==> src/rtl/booth_pkg.sv <==
// booth_pkg: shared constants, operand-stage record and helpers for the
// shared Booth multiplier arbiter.
package booth_pkg;

    localparam int W      = 4;
    localparam int PW     = 2 * W;
    localparam int NREQ   = 2;
    localparam int STAT_W = 16;

    // Operand stage contents: owning requester plus both operands.
    typedef struct packed {
        logic         id;
        logic [W-1:0] x;
        logic [W-1:0] y;
    } op_t;

    // Increment that sticks at all-ones instead of wrapping.
    function automatic logic [STAT_W-1:0] sat_inc(input logic [STAT_W-1:0] v);
        return (v == '1) ? v : v + STAT_W'(1);
    endfunction

endpackage

==> src/rtl/BoothMulti.sv <==
// BoothMulti: combinational 4x4 signed radix-2 Booth multiplier, full
// 8-bit two's complement product.
module BoothMulti (
    input  logic signed [3:0] X,
    input  logic signed [3:0] Y,
    output logic signed [7:0] Z
);

    logic signed [7:0] xe;
    logic        [4:0] yb;

    // Scan multiplier bit pairs {Y[i], Y[i-1]}; 01 adds, 10 subtracts X<<i.
    always_comb begin
        xe = {{4{X[3]}}, X};
        yb = {Y, 1'b0};
        Z  = '0;
        for (int i = 0; i < 4; i++) begin
            case (yb[i +: 2])
                2'b01:   Z = Z + (xe <<< i);
                2'b10:   Z = Z - (xe <<< i);
                default: Z = Z;
            endcase
        end
    end

endmodule

==> src/rtl/booth_mul_arbiter_rr_arb2.sv <==
// rr_arb2: two-way round-robin grant. On a tie the requester that did not
// win last time is granted; the pointer moves only when a grant is taken.
module rr_arb2
    import booth_pkg::*;
(
    input  logic            clk,
    input  logic            rst,
    input  logic [NREQ-1:0] elig_i,
    input  logic            upd_i,
    output logic [NREQ-1:0] grant_o
);

    logic last_q, last_d;

    // One-hot grant; a lone eligible requester always wins.
    always_comb begin
        grant_o = elig_i;
        if (elig_i == 2'b11) begin
            grant_o = last_q ? 2'b01 : 2'b10;
        end
    end

    // Remember the winner of an accepted grant.
    always_comb begin
        last_d = last_q;
        if (upd_i) begin
            last_d = grant_o[1];
        end
    end

    // Pointer starts at 1 so requester 0 wins the first tie.
    always_ff @(posedge clk or posedge rst) begin
        if (rst) begin
            last_q <= 1'b1;
        end else begin
            last_q <= last_d;
        end
    end

endmodule

==> src/rtl/booth_mul_arbiter.sv <==
// booth_mul_arbiter: two requesters share one combinational 4-bit signed
// Booth multiplier. Operands are registered in front of the multiplier and
// products are registered behind it, one result register per requester.
// Each requester may have one op outstanding until its response is taken.
// Optional feature macro BOOTH_ARB_STATS_EN adds saturating per-requester
// completion counters (stat_cnt) with a synchronous clear (stat_clr).
module booth_mul_arbiter #(
    parameter int W = 4
) (
    input  logic             clk,
    input  logic             rst,
    input  logic [1:0]       req_valid,
    output logic [1:0]       req_ready,
    input  logic [2*W-1:0]   req_X,
    input  logic [2*W-1:0]   req_Y,
    output logic [1:0]       resp_valid,
    input  logic [1:0]       resp_ready,
    output logic [4*W-1:0]   resp_Z
`ifdef BOOTH_ARB_STATS_EN
    ,
    input  logic             stat_clr,
    output logic [2*16-1:0]  stat_cnt
`endif
);

    import booth_pkg::*;

    // The shared multiplier is fixed at 4 bits.
    if (W != 4) begin : g_bad_width
        $error("booth_mul_arbiter: W must be 4");
    end

    logic [NREQ-1:0]         pending_q, pending_d;
    op_t                     op_q, op_d;
    logic                    op_valid_q, op_valid_d;
    logic [NREQ-1:0]         resp_valid_q, resp_valid_d;
    logic [NREQ-1:0][PW-1:0] res_q, res_d;

    logic [NREQ-1:0]         elig;
    logic [NREQ-1:0]         grant;
    logic [NREQ-1:0]         hs;
    logic                    accept;
    logic [PW-1:0]           z;

    // No grants while reset is held, so ready stays low during reset.
    assign elig   = req_valid & ~pending_q & {NREQ{~rst}};
    assign accept = |grant;

    rr_arb2 u_arb (
        .clk     (clk),
        .rst     (rst),
        .elig_i  (elig),
        .upd_i   (accept),
        .grant_o (grant)
    );

    BoothMulti u_mul (
        .X (op_q.x),
        .Y (op_q.y),
        .Z (z)
    );

    assign req_ready  = grant;
    assign resp_valid = resp_valid_q;
    assign resp_Z     = res_q;
    assign hs         = resp_valid_q & resp_ready;

    // Next state: capture accepted operands, retire the operand stage into
    // its owner's result register, and track per-requester outstanding ops.
    always_comb begin
        op_d       = op_q;
        op_valid_d = accept;
        if (accept) begin
            op_d.id = grant[1];
            op_d.x  = grant[1] ? req_X[W +: W] : req_X[0 +: W];
            op_d.y  = grant[1] ? req_Y[W +: W] : req_Y[0 +: W];
        end

        pending_d    = (pending_q | grant) & ~hs;
        resp_valid_d = resp_valid_q & ~hs;
        res_d        = res_q;
        // The owner cannot hold an unconsumed result here: it is still pending.
        if (op_valid_q) begin
            res_d[op_q.id]        = z;
            resp_valid_d[op_q.id] = 1'b1;
        end
    end

    // Pipeline and handshake state; reset discards everything in flight.
    always_ff @(posedge clk or posedge rst) begin
        if (rst) begin
            pending_q    <= '0;
            op_q         <= '0;
            op_valid_q   <= 1'b0;
            resp_valid_q <= '0;
            res_q        <= '0;
        end else begin
            pending_q    <= pending_d;
            op_q         <= op_d;
            op_valid_q   <= op_valid_d;
            resp_valid_q <= resp_valid_d;
            res_q        <= res_d;
        end
    end

`ifdef BOOTH_ARB_STATS_EN
    logic [NREQ-1:0][STAT_W-1:0] stat_q, stat_d;

    // Count completed response handshakes; clear wins over an increment.
    always_comb begin
        stat_d = stat_q;
        for (int i = 0; i < NREQ; i++) begin
            if (stat_clr) begin
                stat_d[i] = '0;
            end else if (hs[i]) begin
                stat_d[i] = sat_inc(stat_q[i]);
            end
        end
    end

    // Counter registers.
    always_ff @(posedge clk or posedge rst) begin
        if (rst) begin
            stat_q <= '0;
        end else begin
            stat_q <= stat_d;
        end
    end

    assign stat_cnt = stat_q;
`endif

endmodule
==> config.mk <==
export PLATFORM = sky130hd
export DESIGN_NAME = booth_mul_arbiter
export DESIGN_NICKNAME = d
export VERILOG_FILES = /design/src/rtl/booth_pkg.sv /design/src/rtl/BoothMulti.sv /design/src/rtl/booth_mul_arbiter_rr_arb2.sv /design/src/rtl/booth_mul_arbiter.sv
export SDC_FILE = /design/constraint.sdc
export NUM_CORES = 1
export LEC_CHECK = 0
export ABC_AREA = 0
export CAP_MARGIN = 20
export CORE_MARGIN = 5
export CORE_UTILIZATION = 54
export DETAILED_ROUTE_END_ITERATION = 8
export PLACE_DENSITY = 0.9
export SLEW_MARGIN = 10
export SYNTH_ARGS = -nofsm -noshare
export SYNTH_HDL_FRONTEND = slang
export SYNTH_SLANG_ARGS = --single-unit
==> constraint.sdc <==
create_clock -name clk -period 7.7 [get_ports clk]
set_input_delay 1.54 -clock clk [delete_from_list [all_inputs] [get_ports clk]]
set_output_delay 1.54 -clock clk [all_outputs]
set_load 0.02 [all_outputs]
After elaboration in Yosys (flattened, before gate mapping)
Cells that the tools add are included.
{"block": "word_totals", "out_inout_bits": 20, "input_bits": 22, "word_cells": 51, "regBits": 31}
{"block": "op_classes", "n_reduce_logical": 2, "order_cmp": 2, "mux": 14, "n_eq_ne": 7, "n_addsub": 7, "n_bitwise": 10}
{"operator": "$pmux W8 S2", "n": 3}
{"operator": "$bwmux W16", "n": 1}
{"operator": "$mux W8", "n": 2}
{"operator": "$and A2 B2 Y2", "n": 5}
{"operator": "$add A8 B5 Y8", "n": 1}
{"operator": "$add A8 B6 Y8", "n": 1}
{"operator": "$add A8 B7 Y8", "n": 1}
{"operator": "$demux W8 S1", "n": 1}
{"operator": "$eq A2 B2 Y1 const B", "n": 4}
{"operator": "$mux W4", "n": 2}
{"operator": "$sub A8 B5 Y8", "n": 1}
{"operator": "$sub A8 B6 Y8", "n": 1}
{"operator": "$sub A8 B7 Y8", "n": 1}
{"operator": "$eq A2 B1 Y1 const B", "n": 3}
{"operator": "$mux W2", "n": 3}
{"operator": "$sub A1 B4 Y5 const A", "n": 1}
{"operator": "$not A2 Y2", "n": 2}
{"operator": "$or A2 B2 Y2", "n": 2}
{"operator": "$lt A1 B2 Y1 const B", "n": 1}
{"operator": "$reduce_or A2 Y1", "n": 1}
{"operator": "$demux W1 S1", "n": 1}
{"operator": "$ge A1 B1 Y1 const B", "n": 1}
{"operator": "$logic_and A1 B1 Y1", "n": 1}
{"operator": "$mux W1", "n": 1}
{"operator": "$not A1 Y1", "n": 1}

Depth between registers and ports, before layout
{"block": "depth", "depth_word": 9, "ltp_mapped": 27, "ltp_nobuf": 26}

Cells and area by module
Synthesis repeated with hierarchy kept, for this count alone.
{"block": "hier_totals", "hier_cells": 260, "area_unflattened_um2": 2491.1}
{"module": "booth_mul_arbiter", "seq_area_each_um2": 750.7, "cells_each": 90, "area_per_inst_um2": 1232.4, "n_inst": 1}
{"module": "BoothMulti", "seq_area_each_um2": 0.0, "cells_each": 164, "area_per_inst_um2": 1191.1, "n_inst": 1}
{"module": "rr_arb2", "seq_area_each_um2": 26.3, "cells_each": 6, "area_per_inst_um2": 67.6, "n_inst": 1}

Worst setup path after synthesis
OpenSTA, ideal clock, no wires.
{"block": "synth_path", "kind": "reg-to-reg", "from": "reg op_q[4] in the netlist's numbering", "to": "reg res_q, in the netlist resp_Z[7]", "setup_slack_ns": 2.350, "path_buffers": 0, "t_arrival_ns": 5.224, "path_stages_with_launch": 25, "synth_period_minus_slack_ns": 5.350, "required_ns": 7.574, "setup_time_ns": 0.126, "path_cell_list": "dfrtp_1 -> inv_1 -> ha_1 -> nor2b_1 -> nor3_1 -> fa_1 -> xnor2_1 -> or2_2 -> xnor2_1 -> ha_1 -> nor2b_1 -> o21a_1 -> nor2_1 -> xnor2_1 -> mux2_2 -> ha_1 -> nor2b_1 -> o21ai_0 -> nand2b_1 -> or4_1 -> a21oi_1 -> a211oi_1 -> a32o_1 -> nor4b_1 -> a221o_1"}
{"block": "synth_via", "elab_chain_cells": 9, "elab_cells_between_ends": 12, "classes_between": "add/sub (7); mux (5)"}
{"item": "from (decl)", "line_no": "booth_mul_arbiter.sv:34", "text": "op_t op_q, op_d;"}
{"item": "from (signal assigned)", "line_no": "booth_mul_arbiter.sv:99", "text": "op_q <= op_d;"}
{"item": "$sub A1 B4 Y5", "line_no": "BoothMulti.sv:20", "text": "2'b10: Z = Z - (xe <<< i);"}
{"item": "$mux W8", "line_no": "BoothMulti.sv:18", "text": "case (yb[i +: 2])"}
{"item": "$sub A8 B5 Y8 / $add A8 B5 Y8 (equally long branches)", "line_no": "BoothMulti.sv:20, BoothMulti.sv:19"}
{"item": "$pmux W8 S2", "line_no": "BoothMulti.sv:18"}
{"item": "$sub A8 B6 Y8 / $add A8 B6 Y8 (equally long branches)", "line_no": "BoothMulti.sv:20, BoothMulti.sv:19"}
{"item": "$pmux W8 S2", "line_no": "BoothMulti.sv:18"}
{"item": "$sub A8 B7 Y8 / $add A8 B7 Y8 (equally long branches)", "line_no": "BoothMulti.sv:20, BoothMulti.sv:19"}
{"item": "$pmux W8 S2 (*)", "line_no": "BoothMulti.sv:18"}
{"item": "$bwmux W16 (*)", "line_no": "booth_mul_arbiter.sv:84", "text": "res_d[op_q.id] = z;"}
{"item": "to (signal assigned)", "line_no": "booth_mul_arbiter.sv:102", "text": "res_q <= res_d;"}
{"item": "to (decl)", "line_no": "booth_mul_arbiter.sv:37", "text": "logic [NREQ-1:0][PW-1:0] res_q, res_d;"}
Every way passes the cells marked *; elsewhere a longest branch is shown, timed or not.
A chain may end at the register's enable or synchronous reset.

Worst setup path in the final report
{"block": "layout_path", "from": "reg op_q[4] in the netlist's numbering", "to": "reg res_q, in the netlist resp_Z[15]"}
Same word-level chain as after synthesis.

==> flow_summary.yaml <==
timing:
  drv_slew: 0
  rsz0062_at_grt: "false"
  skew_ps: 10.4
  tightest_slew_ps: 713
  hold_violations: 0
  final.min_clock_period_ps: 6030
  tns_ps: 0
  slew-limit-headroom: 0.518
  timing.final.crit_share: 0.783
  finalSetupViolations: 0
  fmax_mhz: 166
cts:
  post_cts_buffers: 0
  cts_hold_buffers: 0
  cts_num_sinks: 31
  cts_buffers: 5
  cts-resized-gates: 0
  cts_tree: "done"
  clk_pin_slew_ps: 70
  htree_levels: 2
  clk_latency_ps: 280
  cts_max_path_buffers: 2
  cts-root-buf: "clkbuf_8"
grt:
  grt-ovfl-total: 0
  grt_start_max_net_pins: 33
  grt_pass1_wl_mm: 10.2
  antenna_found_initial: 0
  first_global_vias: 2264
  grtUsageTotal: 0.201
setup_path:
  critPathRequiredTime_ps: 7860
  startpoint_type: "flip-flop"
  path_delay_family: "compound AO/OA/AOI/OAI gates"
  crit_buf_inv: 1
  arrival_ps: 6190
  slowest_delay_ps: 520
  setup.worst_path.end_class: "flip-flop"
  path_common_cell: "ha_1"
  critPathSlowestCell: "dfrtp_1"
  path_class: "flip-flop to flip-flop"
  cp_max_fo: 9
layout:
  mostFrequentLayoutCells: "clkdlybuf4s50_1, nand2_1, dfrtp_1"
  multi_input_area_sq_um: 1570
  n_fill_cell: 345
  seq_area_sq_um: 777
  drive_gt1_frac: 0.0873
  final_nets: 372
  layout_commonest_cell: "clkdlybuf4s50_1"
  area_delta_synth_final_pct: 22.1
  antennaDiodeCount: 0
route:
  drc: 0
  ant_nets: 0
  dr.pass1.iters: 4
  vias: 2207
  vias_per_cell: 5.75
  wire_per_inst_microns: 14.9
  routed_wl_mm: 5.73
  first_iter_violations: 197
floorplanning:
  dieArea_sq_um: 6050
  die_h_microns: 77.8
  start_util: 0.562
  core_sq_um: 4410
  die_w_microns: 77.8
  ios: 42
  row_count: 24
synth:
  ys_seq_elements: 31
  syn_area_sq_um: 2480
  synth_cells: 293
  synth.avg_cell_area_sq_um: 8.46
  yosysUniqueCellTypes: 57
  synth_fp_nets: 334
  synth-edff-count: 0
  yosysWarnings: 0
  ys_async_sr_fraction: 1.00
  ys_seq_area_frac: 0.313
  ys.flop_type: "dfrtp_1"
run_status:
  status: "finished, final reports clean"
placed_design:
  hpwl_mm: 4.52
  io_buffers: 41
  place_congestion: 0.880
run:
  cap_violations: 0
hold_path:
  hold_class: "flip-flop to flip-flop"
area by class of cell:
type,count,share of cell area
multi-input cells,230,0.520
inverters,20,0.0248
flip-flops and latches,31,0.257
clock inverters,3,0.0145
repair buffers,43,0.140
clock buffers,5,0.0227
well taps,52,0.0215
metal layers:
| metal | up-vias | global-route usage | wire length [microns] |
|---|---|---|---|
| met1 | 1022 | 0.252 | 2550 |
| met4 | 0 | 0.0601 | 42 |
| li1 | 1110 | - | - |
| met2 | 71 | 0.345 | 2860 |
| met5 | - | 0 | 0 |
| met3 | 4 | 0.0451 | 281 |
registers in the layout (all words and copies together) (netlist names):
name	flops
op_q	9
op_valid_q	1
pending_q	2
resp_Z	16
resp_valid	2
u_arb.last_q	1
cell usage after synthesis, types with 2 or more instances:
library cell | count | area (sq um)
a21boi_1 | 2 | 15.0
a21o_1 | 4 | 30.0
a21oi_1 | 16 | 80.1
a221o_1 | 2 | 20.0
a22oi_1 | 9 | 67.6
a31oi_1 | 2 | 12.5
clkbuf_1 | 9 | 33.8
dfrtp_1 | 30 | 751
fa_1 | 3 | 60.1
ha_1 | 16 | 200
inv_1 | 19 | 71.3
mux2_2 | 6 | 67.6
mux2i_1 | 7 | 70.1
nand2_1 | 33 | 124
nand2b_1 | 6 | 37.5
nand3_1 | 2 | 10.0
nor2_1 | 25 | 93.8
nor2b_1 | 8 | 50.1
nor3_1 | 10 | 50.1
nor4b_1 | 3 | 26.3
o21a_1 | 5 | 37.5
o21ai_0 | 25 | 125
o21ai_1 | 3 | 15.0
or2_2 | 2 | 12.5
or4_1 | 2 | 15.0
xnor2_1 | 11 | 96.3
xor2_1 | 3 | 26.3
final timing paths:
kind / from / to / slack (ps) / cells past startpoint
worst max-delay path: op_q[4] / resp_Z[15] / 1670 / 26
worst min-delay path: resp_Z[12] / resp_Z[12] / 480 / 2
worst max register to register: op_q[4] / resp_Z[15] / 1670 / 26
worst min register to register: resp_Z[12] / resp_Z[12] / 480 / 2
max in group asynchronous: rst / u_arb.last_q / 5710 / 3
min in group asynchronous: rst / op_valid_q / 1670 / 3
stage by stage:
stage	utilization	cell area [sq um]	cells	hold WS [ps]	setup slack, ps
detailed placement	0.661	2920	376	473	1780
finish	0.686	3030	384	481	1670
global placement	0.661	2920	376	464	2010
floorplan	-	2480	293	450	2350
global route	0.686	3030	384	511	1140
CTS	0.686	3030	384	486	1700
cells by family (layout without fill, tap and decap cells):
family                   Yosys count  after routing  synth area share
XOR/XNOR                          14             14            0.0494
AO/OA/AOI/OAI                     82             82             0.219
adder cells (fa/ha/maj)           19             19             0.105
buffers and inverters             32             71            0.0520
AND/OR/NAND/NOR                  102            102             0.206
multiplexers                      13             13            0.0555
flip-flops                        31             31             0.313
tightest hold or removal path, stage by stage, from the launching register on:
cell     delay (ps)
dfrtp_1         340
nand2_1          50
o21ai_0          60
Power is left out: the tool's default activity adds up to more than one toggle a clock period on the data nets, which glitch-free logic cannot reach.
